$ cat config.mk
export PLATFORM = sky130hd
export DESIGN_NAME = mario_sprite_fetch
export DESIGN_NICKNAME = d
export VERILOG_FILES = /design/src/rtl/mario_pkg.sv /design/src/rtl/mario_anim_seq.sv /design/src/rtl/mario_sprite_fetch.sv
export SDC_FILE = /design/constraint.sdc
export NUM_CORES = 1
export LEC_CHECK = 0
export CAP_MARGIN = 40
export CORE_ASPECT_RATIO = 0.8
export CORE_MARGIN = 1.5
export CORE_UTILIZATION = 35
export CTS_CLUSTER_DIAMETER = 60
export DETAILED_ROUTE_END_ITERATION = 10
export PLACE_DENSITY = 0.67
export SETUP_SLACK_MARGIN = 0.2
export SYNTH_ARGS = -nofsm -noshare
export SYNTH_HDL_FRONTEND = slang
export SYNTH_HIERARCHICAL = 1
export SYNTH_SLANG_ARGS = --single-unit
$ cat constraint.sdc
create_clock -name Clk -period 1.5 [get_ports Clk]
set_clock_uncertainty 0.15 [all_clocks]
set_input_delay 0.375 -clock Clk [delete_from_list [all_inputs] [get_ports Clk]]
set_output_delay 0.375 -clock Clk [all_outputs]
set_load 0.02 [all_outputs]
$ cat src/rtl/mario_pkg.sv
// Shared constants and animation state type for the Mario sprite fetch block.
package mario_pkg;

    // Sprite box edge length in pixels (sprite ROMs hold SPR_W*SPR_W words)
    localparam int SPR_W = 21;

    // Colour value that marks a transparent sprite pixel
    localparam logic [23:0] TRANSP_RGB = 24'h800080;

    // Walk animation states; the encoding doubles as the ROM select value
    typedef enum logic [1:0] {
        STAND  = 2'd0,
        WALK_1 = 2'd1,
        WALK_2 = 2'd2,
        WALK_3 = 2'd3
    } anim_state_t;

    // Walk cycle order: STAND enters the loop, WALK_3 wraps back to WALK_1
    function automatic anim_state_t next_walk(input anim_state_t s);
        case (s)
            STAND:   return WALK_1;
            WALK_1:  return WALK_2;
            WALK_2:  return WALK_3;
            default: return WALK_1;
        endcase
    endfunction

endpackage

$ cat src/rtl/mario_anim_seq.sv
// Walk-animation sequencer: divides vsync ticks by ANIM_DIV while walking and
// steps through the walk frames; any tick without walking returns to STAND.
module mario_anim_seq #(
    parameter int ANIM_DIV = 4
) (
    input  logic       Clk,
    input  logic       Reset_n,
    input  logic       vs_tick,
    input  logic       walking,
    output logic [1:0] anim_frame
);
    import mario_pkg::*;

    localparam int                DIV_W    = (ANIM_DIV > 1) ? $clog2(ANIM_DIV) : 1;
    localparam logic [DIV_W-1:0]  DIV_LAST = DIV_W'(ANIM_DIV - 1);

    anim_state_t      r_state;
    logic [DIV_W-1:0] r_div;

    // State and divider only move on a vsync tick; between ticks they hold
    always_ff @(posedge Clk or negedge Reset_n) begin
        if (!Reset_n) begin
            r_state <= STAND;
            r_div   <= '0;
        end else if (vs_tick) begin
            if (!walking) begin
                r_state <= STAND;
                r_div   <= '0;
            end else if (r_div == DIV_LAST) begin
                r_div   <= '0;
                r_state <= next_walk(r_state);
            end else begin
                r_div   <= r_div + 1'b1;
            end
        end
    end

    assign anim_frame = r_state;

endmodule

$ cat src/rtl/mario_sprite_fetch.sv
// Mario sprite fetch: 2-stage pixel pipeline from VGA coordinate to sprite
// colour, plus a vsync-driven walk animation that selects the ROM frame.
// Optional build macro MARIO_MIRROR_EN: when defined, facing_left=1 mirrors
// the sprite horizontally by addressing column SPR_W-1-col.
module mario_sprite_fetch #(
    parameter int          SPR_W      = mario_pkg::SPR_W,
    parameter int          ANIM_DIV   = 4,
    parameter logic [23:0] TRANSP_RGB = mario_pkg::TRANSP_RGB
) (
    input  logic        Clk,
    input  logic        Reset_n,
    input  logic        frame_clk,
    input  logic [9:0]  DrawX,
    input  logic [9:0]  DrawY,
    input  logic [9:0]  MarioX,
    input  logic [9:0]  MarioY,
    input  logic        walking,
    input  logic        facing_left,
    output logic [8:0]  rom_address,
    output logic [1:0]  anim_frame,
    input  logic [23:0] rom_color,
    output logic        pixel_on,
    output logic [23:0] pixel_rgb
);

    localparam logic signed [10:0] SPR_W_S = 11'(SPR_W);

    logic        r_fclk_s1;
    logic        r_fclk_s2;
    logic        r_fclk_s3;
    logic        w_vs_tick;
    logic [1:0]  w_anim_state;

    logic signed [10:0] w_col;
    logic signed [10:0] w_row;
    logic               w_in_box;
    logic [8:0]         w_col_eff;
    logic [8:0]         w_addr;

    logic        r_in_box_d1;
    logic [8:0]  r_rom_address;
    logic [1:0]  r_anim_frame;
    logic        r_pixel_on;
    logic [23:0] r_pixel_rgb;

    // Two-flop synchroniser on vsync plus a delay flop for rising-edge detect
    always_ff @(posedge Clk or negedge Reset_n) begin
        if (!Reset_n) begin
            r_fclk_s1 <= 1'b0;
            r_fclk_s2 <= 1'b0;
            r_fclk_s3 <= 1'b0;
        end else begin
            r_fclk_s1 <= frame_clk;
            r_fclk_s2 <= r_fclk_s1;
            r_fclk_s3 <= r_fclk_s2;
        end
    end

    assign w_vs_tick = r_fclk_s2 & ~r_fclk_s3;

    mario_anim_seq #(
        .ANIM_DIV (ANIM_DIV)
    ) u_anim_seq (
        .Clk        (Clk),
        .Reset_n    (Reset_n),
        .vs_tick    (w_vs_tick),
        .walking    (walking),
        .anim_frame (w_anim_state)
    );

    // Stage 1 inputs: signed offsets inside the sprite box; negative means outside
    assign w_col    = $signed({1'b0, DrawX}) - $signed({1'b0, MarioX});
    assign w_row    = $signed({1'b0, DrawY}) - $signed({1'b0, MarioY});
    assign w_in_box = !w_col[10] && (w_col < SPR_W_S) && !w_row[10] && (w_row < SPR_W_S);

`ifdef MARIO_MIRROR_EN
    assign w_col_eff = facing_left ? (9'(SPR_W - 1) - w_col[8:0]) : w_col[8:0];
`else
    logic w_unused_facing;
    assign w_unused_facing = facing_left;
    assign w_col_eff       = w_col[8:0];
`endif

    // Only meaningful when in box, where row and col both fit in 5 bits
    assign w_addr = w_row[8:0] * 9'(SPR_W) + w_col_eff;

    // Stage 1: ROM address and frame select registered together so a pixel
    // never combines an address with a frame from a different cycle
    always_ff @(posedge Clk or negedge Reset_n) begin
        if (!Reset_n) begin
            r_in_box_d1   <= 1'b0;
            r_rom_address <= '0;
            r_anim_frame  <= '0;
        end else begin
            r_in_box_d1   <= w_in_box;
            r_rom_address <= w_in_box ? w_addr : 9'd0;
            r_anim_frame  <= w_anim_state;
        end
    end

    // Stage 2: transparency key and colour output
    always_ff @(posedge Clk or negedge Reset_n) begin
        if (!Reset_n) begin
            r_pixel_on  <= 1'b0;
            r_pixel_rgb <= '0;
        end else begin
            r_pixel_on  <= r_in_box_d1 && (rom_color != TRANSP_RGB);
            r_pixel_rgb <= (r_in_box_d1 && (rom_color != TRANSP_RGB)) ? rom_color : 24'd0;
        end
    end

    assign rom_address = r_rom_address;
    assign anim_frame  = r_anim_frame;
    assign pixel_on    = r_pixel_on;
    assign pixel_rgb   = r_pixel_rgb;

endmodule

; ---- Word-level counts from Yosys, hierarchy flattened
; Cells that the tools add are included.
[totals]
regBits = 44
latchBits = 0
ram_bits = 0
romBits = 0
wordCells = 38
memories = 0
[classes]
addsub = 4
multipliers = 1
n_div = 0
magnitude_cmp = 2
n_eq_ne = 5
shifts = 0
mux = 7
bitwise_logic = 2
n_reduce_logical = 7
[op_table]
columns = op, count
row1 = two-way mux 24 bit, 1
row2 = != test 24 bit (second input constant), 1
row3 = < comparator 11 x 6 -> 1 bit (second input constant), 2
row4 = subtractor 10 x 10 -> 11 bit, 2
row5 = adder 9 bit, 1
row6 = multiplier 9 x 5 -> 9 bit (second input constant), 1
row7 = two-way mux 9 bit, 1
row8 = two-way mux 2 bit, 4
row9 = == test 2 bit (second input constant), 2
row10 = logical AND 1 bit, 4
row11 = one-hot mux 2 bit (2 select lines), 1
row12 = adder 2 x 1 -> 2 bit (second input constant), 1
row13 = == test 2 x 1 -> 1 bit (second input constant), 1
row14 = logical NOT 1 bit, 2
row15 = != test 2 x 1 -> 1 bit (second input constant), 1
row16 = AND reduction 2 bit, 1
row17 = bitwise AND 1 bit, 1
row18 = inverter 1 bit, 1

; ---- Depth between registers and ports, before layout
; Gate-level depths: netlist of run 1.
[depth]
ltp_word = 6
depth_mapped = 20
mapped_depth_nobuf = 20

; ---- Modules after synthesis
; Netlist of run 1, hierarchy kept.
[by_module_without_submodules]
columns = mod, instances, cells_each, area_each_um2
row1 = mario_sprite_fetch, 1, 299, 2936.6
row2 = mario_anim_seq, 1, 18, 214.0

; ---- Worst setup path before layout of run 1
; OpenSTA, ideal clock, no wires.
[synth_timing]
path_type = input port to flip-flop
from = input port DrawX[0]
to = register r_rom_address[8] (netlist: rom_address[8])
arrival_ns = 3.893
required_time_ns = 1.230
setup_slack_ns = -2.663
cell_stages = 18
path_buffers = 0
cell_sequence = inv_1 > ha_1 > inv_1 > fa_1 > a21o_1 > a21oi_1 > nor2b_1 > o41ai_1 > ha_1 > fa_1 > inv_1 > fa_1 > inv_1 > ha_1 > nand2_1 > o21ai_0 > xnor2_1 > and3_1
[synth_via]
elab_chain_cells = 6
word_cells_on_any_way = 8
[synth_lines]
columns = item, line
row1 = "start, declared", mario_sprite_fetch.sv:13  ; input logic [9:0] DrawX,
row2 = subtractor 10 x 10 -> 11 bit (*), mario_sprite_fetch.sv:72  ; assign w_col = $signed({1'b0, DrawX}) - $signed({1'b0, MarioX});
row3 = < comparator 11 x 6 -> 1 bit or logical NOT 1 bit (tied branches), mario_sprite_fetch.sv:74  ; assign w_in_box = !w_col[10] && (w_col < SPR_W_S) && !w_row[10] && (w_row < SPR_W_S);
row4 = logical AND 1 bit (3 in a row), mario_sprite_fetch.sv:74
row5 = two-way mux 9 bit (*), mario_sprite_fetch.sv:96  ; r_rom_address <= w_in_box ? w_addr : 9'd0;
row6 = "end signal, assigned", mario_sprite_fetch.sv:96
row7 = "end, declared", mario_sprite_fetch.sv:41  ; logic [8:0] r_rom_address;
; Every way passes the cells marked *; elsewhere a longest branch is shown, timed or not.
; A chain may end at the register's enable or synchronous reset.

; ---- Worst setup path in the final report of run 1
[layout_timing]
from = input port DrawY[0]
to = register r_rom_address[8] (netlist: rom_address[8])
[layout_via]
elab_chain_cells = 5
word_cells_on_any_way = 8
[layout_lines]
columns = item, line
row1 = "start, declared", mario_sprite_fetch.sv:14  ; input logic [9:0] DrawY,
row2 = subtractor 10 x 10 -> 11 bit (*), mario_sprite_fetch.sv:73  ; assign w_row = $signed({1'b0, DrawY}) - $signed({1'b0, MarioY});
row3 = branches (longest 3 deep; another with multiplier 9 x 5 -> 9 bit), -
row4 = two-way mux 9 bit (*), mario_sprite_fetch.sv:96
; Mark *: on every way between the ends.

==> results.md, run 1 <==
- Number of synthesized flops with an enable pin: 0
- Worst Path Max Fanout: 3
- Status: finished, violations left
- GPL Wtd Cong: approximately 0.8
- Crit path kind: input pin to flop
- Routed length on met2: approximately 4700 µm
- Unrepaired setup endpoints after global routing: true
- Nets: about 630
- Worst Hold Class: input pin to flop
- Post-synth ARST share: 1.00
- Clock transition at the registers of the reported paths: approximately 80 ps
- Failing checks: negative setup slack
- Syn_nets: 440
- Core area: ~0.0086 mm²
- Remaining DRCs: 0
- Root Driver: clkbuf_8
- CTS tree: built
- Data required time at the worst endpoint: ~1600 ps
- Clock sink count: 44
- Fmax: around 0.26 GHz
- Vias/cell: roughly 4.8
- R2r worst-path depth: 2
- Critical path origin: DrawY[0]
- Die height: approximately 88 µm
- Die W: 109 µm
- Slew margin rel.: 0.754
- Clk_lat worst skew: approximately 290 ps
- P&R area growth vs syn: 86.8%
- Vias: a little under 3k
- Port Buffer Count: 103
- Yosys warns: 6
- Initial core utilization: 0.367
- Synth Flop Type: dfrtp_1
- Setup slack after layout: -2300 ps
- Total track usage: 0.189
- Drt initial violations: around 120
- Io pins: roughly 110
- Clk buf depth: 2
- Crit start category: input pin
- Peak supply drop: between 0.8 and 0.9 mV
- Fill count: just over 600
- Final Max Slew Viols: 0
- DR top layer: met4
- Pre-antenna DRT Iters: 4
- Mapped Area: ~0.0032 mm²
- Reg-to-reg slack, setup: 290 ps
- Layout cell share with drive strength beyond 1: 0.523
- Routed wl met3: approximately 430 µm
- Crit path arrival time: 3880 ps
- Routed wire length: roughly 9200 µm
- Final hold viol count: 0
- Setup-failing EPs final: 13
- Vias in the first global route: 3045
- DP Area: around 0.005 mm²
- Num CTS Buffers: 5
- Grt ovf: 0
- Area of the multi-input gates: between 0.002 and 0.003 mm²
- Syn Area/Cell: between 9 and 10 µm²
- # diodes: 0
- # rows: 30
- Remaining antenna violation count: 0
- Final hold slack: approximately 170 ps
- Period minus WS final: between 3000 and 4000 ps
- Post-synthesis sequential area ratio: 0.349
- CP endpoint kind: flop
- First-pass GRT wire length: around 14000 µm
- Least-Margin Pin Slew: 369 ps
- Wire per inst: 14.9 µm
- H-tree lvl count: 2
- Final worst-path cycle share: 2.53
- Final Cell Area: roughly 0.006 mm²
- DPL Wire Length: roughly 6500 µm
- Met1 WL: about 4000 µm
- #FFs+latches synth: 44
- Largest net degree at the start of global routing: 28
- Mapped Cells: approximately 320
- Max-cap viol count: 0
- Initial antenna violation count: 0
- Leak: between 2 and 3 nW
- Power density of the placed cells: roughly 1100 mW/mm²
- FF-to-FF Start: u_anim_seq/anim_frame[0]$_DFFE_PN0P_
- Worst Hold Launch: rom_color[19]
- WHS Path Cells: 2
- Register area: roughly 0.0011 mm²
- Yosys cell types: 41
- DIE AREA: 0.00958 mm²
## path summary, 6_finish.rpt
path / end
setup / recovery: rom_address[8]$_DFF_PN0_
hold / removal: pixel_rgb[19]$_DFF_PN0_
setup reg to reg: u_anim_seq/anim_frame[1]$_DFFE_PN0P_
hold reg to reg: r_fclk_s2$_DFF_PN0_
max in group asynchronous: rom_address[8]$_DFF_PN0_
min in group asynchronous: anim_frame[0]$_DFF_PN0_
## through the flow
| step | TNS, ps | util | total power, mW | std cells | setup WS, ps |
|---|---|---|---|---|---|
| after detailed placement | -37530 | 0.582 | 5.05 | 590 | -3240 |
| after global routing | -18810 | 0.685 | 7.35 | 617 | -2460 |
| final | -16560 | 0.685 | 6.75 | 617 | -2300 |
| after global placement | -37010 | 0.582 | 4.86 | 590 | -3150 |
| after floorplan | -16240 | - | 3.71 | 317 | -2400 |
| after CTS | -16900 | 0.652 | 6.48 | 610 | -2410 |
## cells in the final DEF, fill, tap and decap left out, types with 4 or more instances in the layout
cell type and instances:
xnor2_1 12, nand3_1 4, buf_8 4, nand2_2 4, a21oi_1 5, and2_4 15
and2_1 10, xnor2_2 4, ha_4 23, o21ai_0 8, dlygate4sd2_1 15, clkdlybuf4s15_1 7
buf_4 58, ha_1 20, dfrtp_1 44, nand2b_1 6, xor2_1 4, nor2_1 7
clkbuf_8 5, buf_6 54, inv_1 31, and3_1 9, nand2_1 7, fa_1 7
a21oi_4 8, inv_2 16, clkdlybuf4s50_1 18, nor4_4 4, fa_2 4, buf_2 15
a31oi_1 4
## logic make-up after synthesis
group | count (synthesis) | synth area share
DFF | 44 | 0.349
AOI/OAI and AO/OA | 56 | 0.116
muxes | 3 | 0.0103
xor gates and xnor gates | 22 | 0.0612
and+or+nand+nor | 86 | 0.160
adders and majority gates | 54 | 0.241
buffers and inverters | 52 | 0.0620
## synthesized netlist by cell type (4+ instances only)
cell,n,area (µm²)
a21oi_1,15,75.1
xnor2_1,16,140
o21ai_0,13,65.1
and3_1,10,62.6
xor2_1,6,52.6
dfrtp_1,44,1100
inv_1,50,188
nand3_1,5,25.0
nand2b_1,7,43.8
nor4_1,4,25.0
nor2_1,11,41.3
nand2_1,10,37.5
and2_1,24,150
a31oi_1,7,43.8
ha_1,43,538
fa_1,11,220
## sequential cells by signal (all words and copies together) (netlist names)
signal	cells
pixel_rgb	24
rom_address	9
anim_frame	2
u_anim_seq/anim_frame	2
u_anim_seq/r_div	2
pixel_on	1
r_fclk_s1	1
r_fclk_s2	1
r_fclk_s3	1
r_in_box_d1	1
## area by class of cell
| type | count | share of cell area |
|---|---|---|
| Tap cell | 112 | 0.0238 |
| Multi-Input combinational cell | 224 | 0.456 |
| Clock buffer | 6 | 0.0123 |
| Inverter | 50 | 0.0366 |
| Timing Repair Buffer | 179 | 0.279 |
| Sequential cell | 44 | 0.187 |
| Clock inverter | 2 | 0.00595 |
## layer usage
| layer | GRT usage | vias to the layer above |
|---|---|---|
| met5 | 0 | - |
| met4 | 0.0347 | 0 |
| met3 | 0.0357 | 6 |
| met2 | 0.326 | 71 |
| met1 | 0.249 | 1412 |
| li1 | - | 1447 |
## what timing repair did
action / in CTS / in global routing
endpoints found under the hold margin: 9 / 0
cloned: 4 / 1
gates resized for setup: 426 / 56
setup endpoints to repair: 64 / 66
buffers inserted: 7 / 6
hold buffers: 1 / 0
pin swaps: 60 / 45
## critical path: stages
cell and delay (ps):
buf_8 110, inv_12 40, ha_4 110, inv_2 40, fa_2 390, a21oi_4 190
o21ai_0 130, a21oi_1 170, xnor2_1 180, ha_1 290, fa_1 500, inv_1 60
fa_1 520, inv_2 50, ha_4 270, nand2_2 50, o21ai_2 120, xnor2_1 130
and3_1 160
## report_power, final
group	switching [mW]	internal [mW]	total (mW)
Sequential	0.0197	1.22	1.24
Combinational	2.06	2.57	4.63
Clock	0.393	0.494	0.887
Note: power is estimated with default switching activity, not from simulation.
==> run 2, diff against run 1 <==
Clock period 1.5 ns to 4.9 ns, I/O delays scaled along.
==> run 2 against run 1 <==
The run now ends clean. Die area unchanged. Count of clock-buffer cells in the layout decreased by 1. Flip-flop and latch count unchanged. Critical path type unchanged. First-iteration DRC count down 63%. Sequential power down 70%. Largest power group unchanged. Non-clock buffer count shrank 12. Routed wire length down 15%. Critical path depth fell by 2. Final area down 10%.
==> results.md, run 2 (same netlist as run 1, synthesis figures left out) <==
- Clk_lat worst skew: 290 ps (about the same)
- Crit path arrival time: 4740 ps (+860 ps)
- Slew margin rel.: 0.665 (-0.0889)
- Worst Hold Class: flop to flop
- WP buf/inv: 4 (-1)
- Slowest cell on the critical path: clkdlybuf4s50_1
- Worst Hold Launch: r_fclk_s1$_DFF_PN0_
- Unrepaired setup endpoints after global routing: true
- Routed wire length: 7810 µm (-15%)
- Post-place setup slack: -492 ps (+2750 ps)
- Vias/cell: 4.69 (-1.5%)
- Crit start category: input pin
- Fmax: roughly 0.21 GHz
- Nets: 612 (-2.4%)
- Power density of the placed cells: 356 mW/mm² (-69%)
- Final worst-path cycle share: 0.960
- Clk buf depth: 2 (unchanged)
- Setup-failing EPs final: 0 (-13)
- Root Driver: clkbuf_8
- Max-cap viol count: 0 (unchanged)
- Reg-to-reg slack, setup: 3560 ps (+3270 ps)
- Most common cell after layout, fill and taps aside: clkdlybuf4s50_1
- Crit path kind: input pin to flop
- Delay-heaviest family, CP: adder cells
- Setup slack after layout: 196 ps (+2490 ps)
- Max FFs per register: 24 (unchanged)
- Worst-path cell chain: clkdlybuf4s50_1 > ha_4 > buf_4 > nor2_1 > mux2_2 > a31oi_1 > o41ai_2 > ha_1 > fa_1 > inv_1 > fa_1 > inv_2 > ha_4 > nand2_2 > o21ai_2 > xnor2_1 > and3_1
- Remaining antenna violation count: 0 (unchanged)
- R2r worst-path depth: 2 (unchanged)
- Hold endpoint: r_fclk_s2$_DFF_PN0_
- Drt initial violations: 45 (-63%)
- Vias in the first global route: 2954 (-3.0%)
- Die height: 87.9 µm (unchanged)
- Final Max Slew Viols: 0 (unchanged)
- Grt ovf: 0 (unchanged)
- Layout cell share with drive strength beyond 1: 0.304 (-0.219)
- Peak supply drop: 0.255 mV (-70%)
- Vias: 2821 (-3.9%)
- # diodes: 0 (unchanged)
- Largest net degree at the start of global routing: 30 (+7.1%)
- Initial core utilization: 0.367 (unchanged)
- Period minus WS final: between 4000 and 5000 ps
- Overall power: 1.88 mW (-72%)
- DPL Wire Length: 6150 µm (-4.9%)
- WHS Path Cells: 0 (-2)
- Core area: 0.00860 mm² (unchanged)
- # rows: 30 (unchanged)
- FF-to-FF Start: r_in_box_d1$_DFF_PN0_
- Fill count: 705 (+14%)
- P&R area growth vs syn: 67.8%
- Io pins: 105 (unchanged)
- Least-Margin Pin Slew: 498 ps (+130 ps)
- Worst Path Max Fanout: 6 (+3)
- Clock sink count: 44 (unchanged)
- Clock transition at the registers of the reported paths: 80 ps (about the same)
- CP endpoint kind: flop
- Initial antenna violation count: 0 (unchanged)
- Final hold viol count: 0 (unchanged)
- Leak: 2.50 nW (-9.9%)
- Die W: 109 µm (unchanged)
- CTS tree: built
- Register area: 0.00110 mm² (unchanged)
- Pre-antenna DRT Iters: 4 (unchanged)
- Hold_buf cts: 0 (-1)
- Status: complete, no violations
- Final hold slack: 201 ps (+33.9 ps)
- Wire per inst: 13.0 µm (-13%)
- Remaining DRCs: 0 (unchanged)
- R2r endpoint: pixel_rgb[20]$_DFF_PN0_
- First-pass GRT wire length: 13100 µm (-7.3%)
- GPL Wtd Cong: 0.843 (+5.7%)
- Commonest non-fill, non-tap cells in the layout: clkdlybuf4s50_1 (82), buf_4 (52), dfrtp_1 (44), inv_1 (35), ha_1 (29)
- Data required time at the worst endpoint: 4930 ps (+3350 ps)
- Num CTS Buffers: 5 (unchanged)
- Max incr delay on CP: 510 ps (about the same)
- Port Buffer Count: 103 (unchanged)
- Area of the multi-input gates: 0.00224 mm² (-16%)
- H-tree lvl count: 2 (unchanged)
- Total track usage: 0.172 (-0.0172)
- DIE AREA: 0.00958 mm² (unchanged)
## run 2: cell count changes in the layout (fill, tap and decap cells not counted), moves of 7 or more
| cell | change |
|---|---|
| a21oi_2 | +7 |
| and2_1 | +14 |
| and2_4 | -15 |
| buf_2 | -11 |
| buf_6 | -43 |
| clkdlybuf4s15_1 | -7 |
| clkdlybuf4s50_1 | +64 |
| ha_1 | +9 |
| ha_4 | -10 |
## run 2: power breakdown
group / internal (mW) / total (mW) / switching, mW
clock network: 0.0993 / 0.218 / 0.119
registers: 0.372 / 0.378 / 0.00578
logic: 0.713 / 1.28 / 0.570
total: 1.18 / 1.88 / 0.695
## run 2: area by class of cell
cell class	instances	area share
multi-input cells	221	0.424
inverters	50	0.0360
clock inverters	3	0.00355
clock buffers	5	0.0130
well taps	112	0.0265
flip-flops and latches	44	0.208
repair buffers	167	0.289
## run 2: worst max path at each step
stage	start	to	slack, ps	cells after the start
2_1_floorplan	DrawX[0]	rom_address[8]$_DFF_PN0_	140	18
3_3_place_gp	MarioX[0]	rom_address[8]$_DFF_PN0_	-460	18
3_5_place_dp	MarioY[0]	rom_address[8]$_DFF_PN0_	-490	18
4_1_cts	DrawX[0]	rom_address[8]$_DFF_PN0_	130	19
5_1_grt	DrawX[0]	rom_address[8]$_DFF_PN0_	80	24
6_report	DrawX[5]	rom_address[8]$_DFF_PN0_	200	17
## run 2: routing by layer
layer | up-vias | share of wire | global-route usage
li1 | 1419 | - | -
met1 | 1345 | 0.45 | 0.214
met2 | 46 | 0.51 | 0.318
met3 | 11 | 0.030 | 0.0268
met4 | 0 | 0.011 | 0.0287
met5 | - | 0 | 0
## run 2: per-stage QoR
| stage | setup TNS (ps) | area [µm²] | utilization | cells |
|---|---|---|---|---|
| 2_1_floorplan | 0 | 3200 | - | 317 |
| 3_3_place_gp | -1520 | 4760 | 0.554 | 583 |
| 3_5_place_dp | -1740 | 4780 | 0.556 | 584 |
| 4_1_cts | 0 | 5190 | 0.603 | 600 |
| 5_1_grt | 0 | 5290 | 0.615 | 602 |
| 6_report | 0 | 5290 | 0.615 | 602 |
## run 2: worst reg2reg max path, stage by stage (launching register included)
cell and delay (ps):
dfrtp_1 460, o21a_1 470, and2_1 200
## run 2: repair_timing
item,in CTS,in global routing
buffers inserted,8,2
setup endpoints to repair,4,3
pin swaps,40,32
resized for setup,87,27
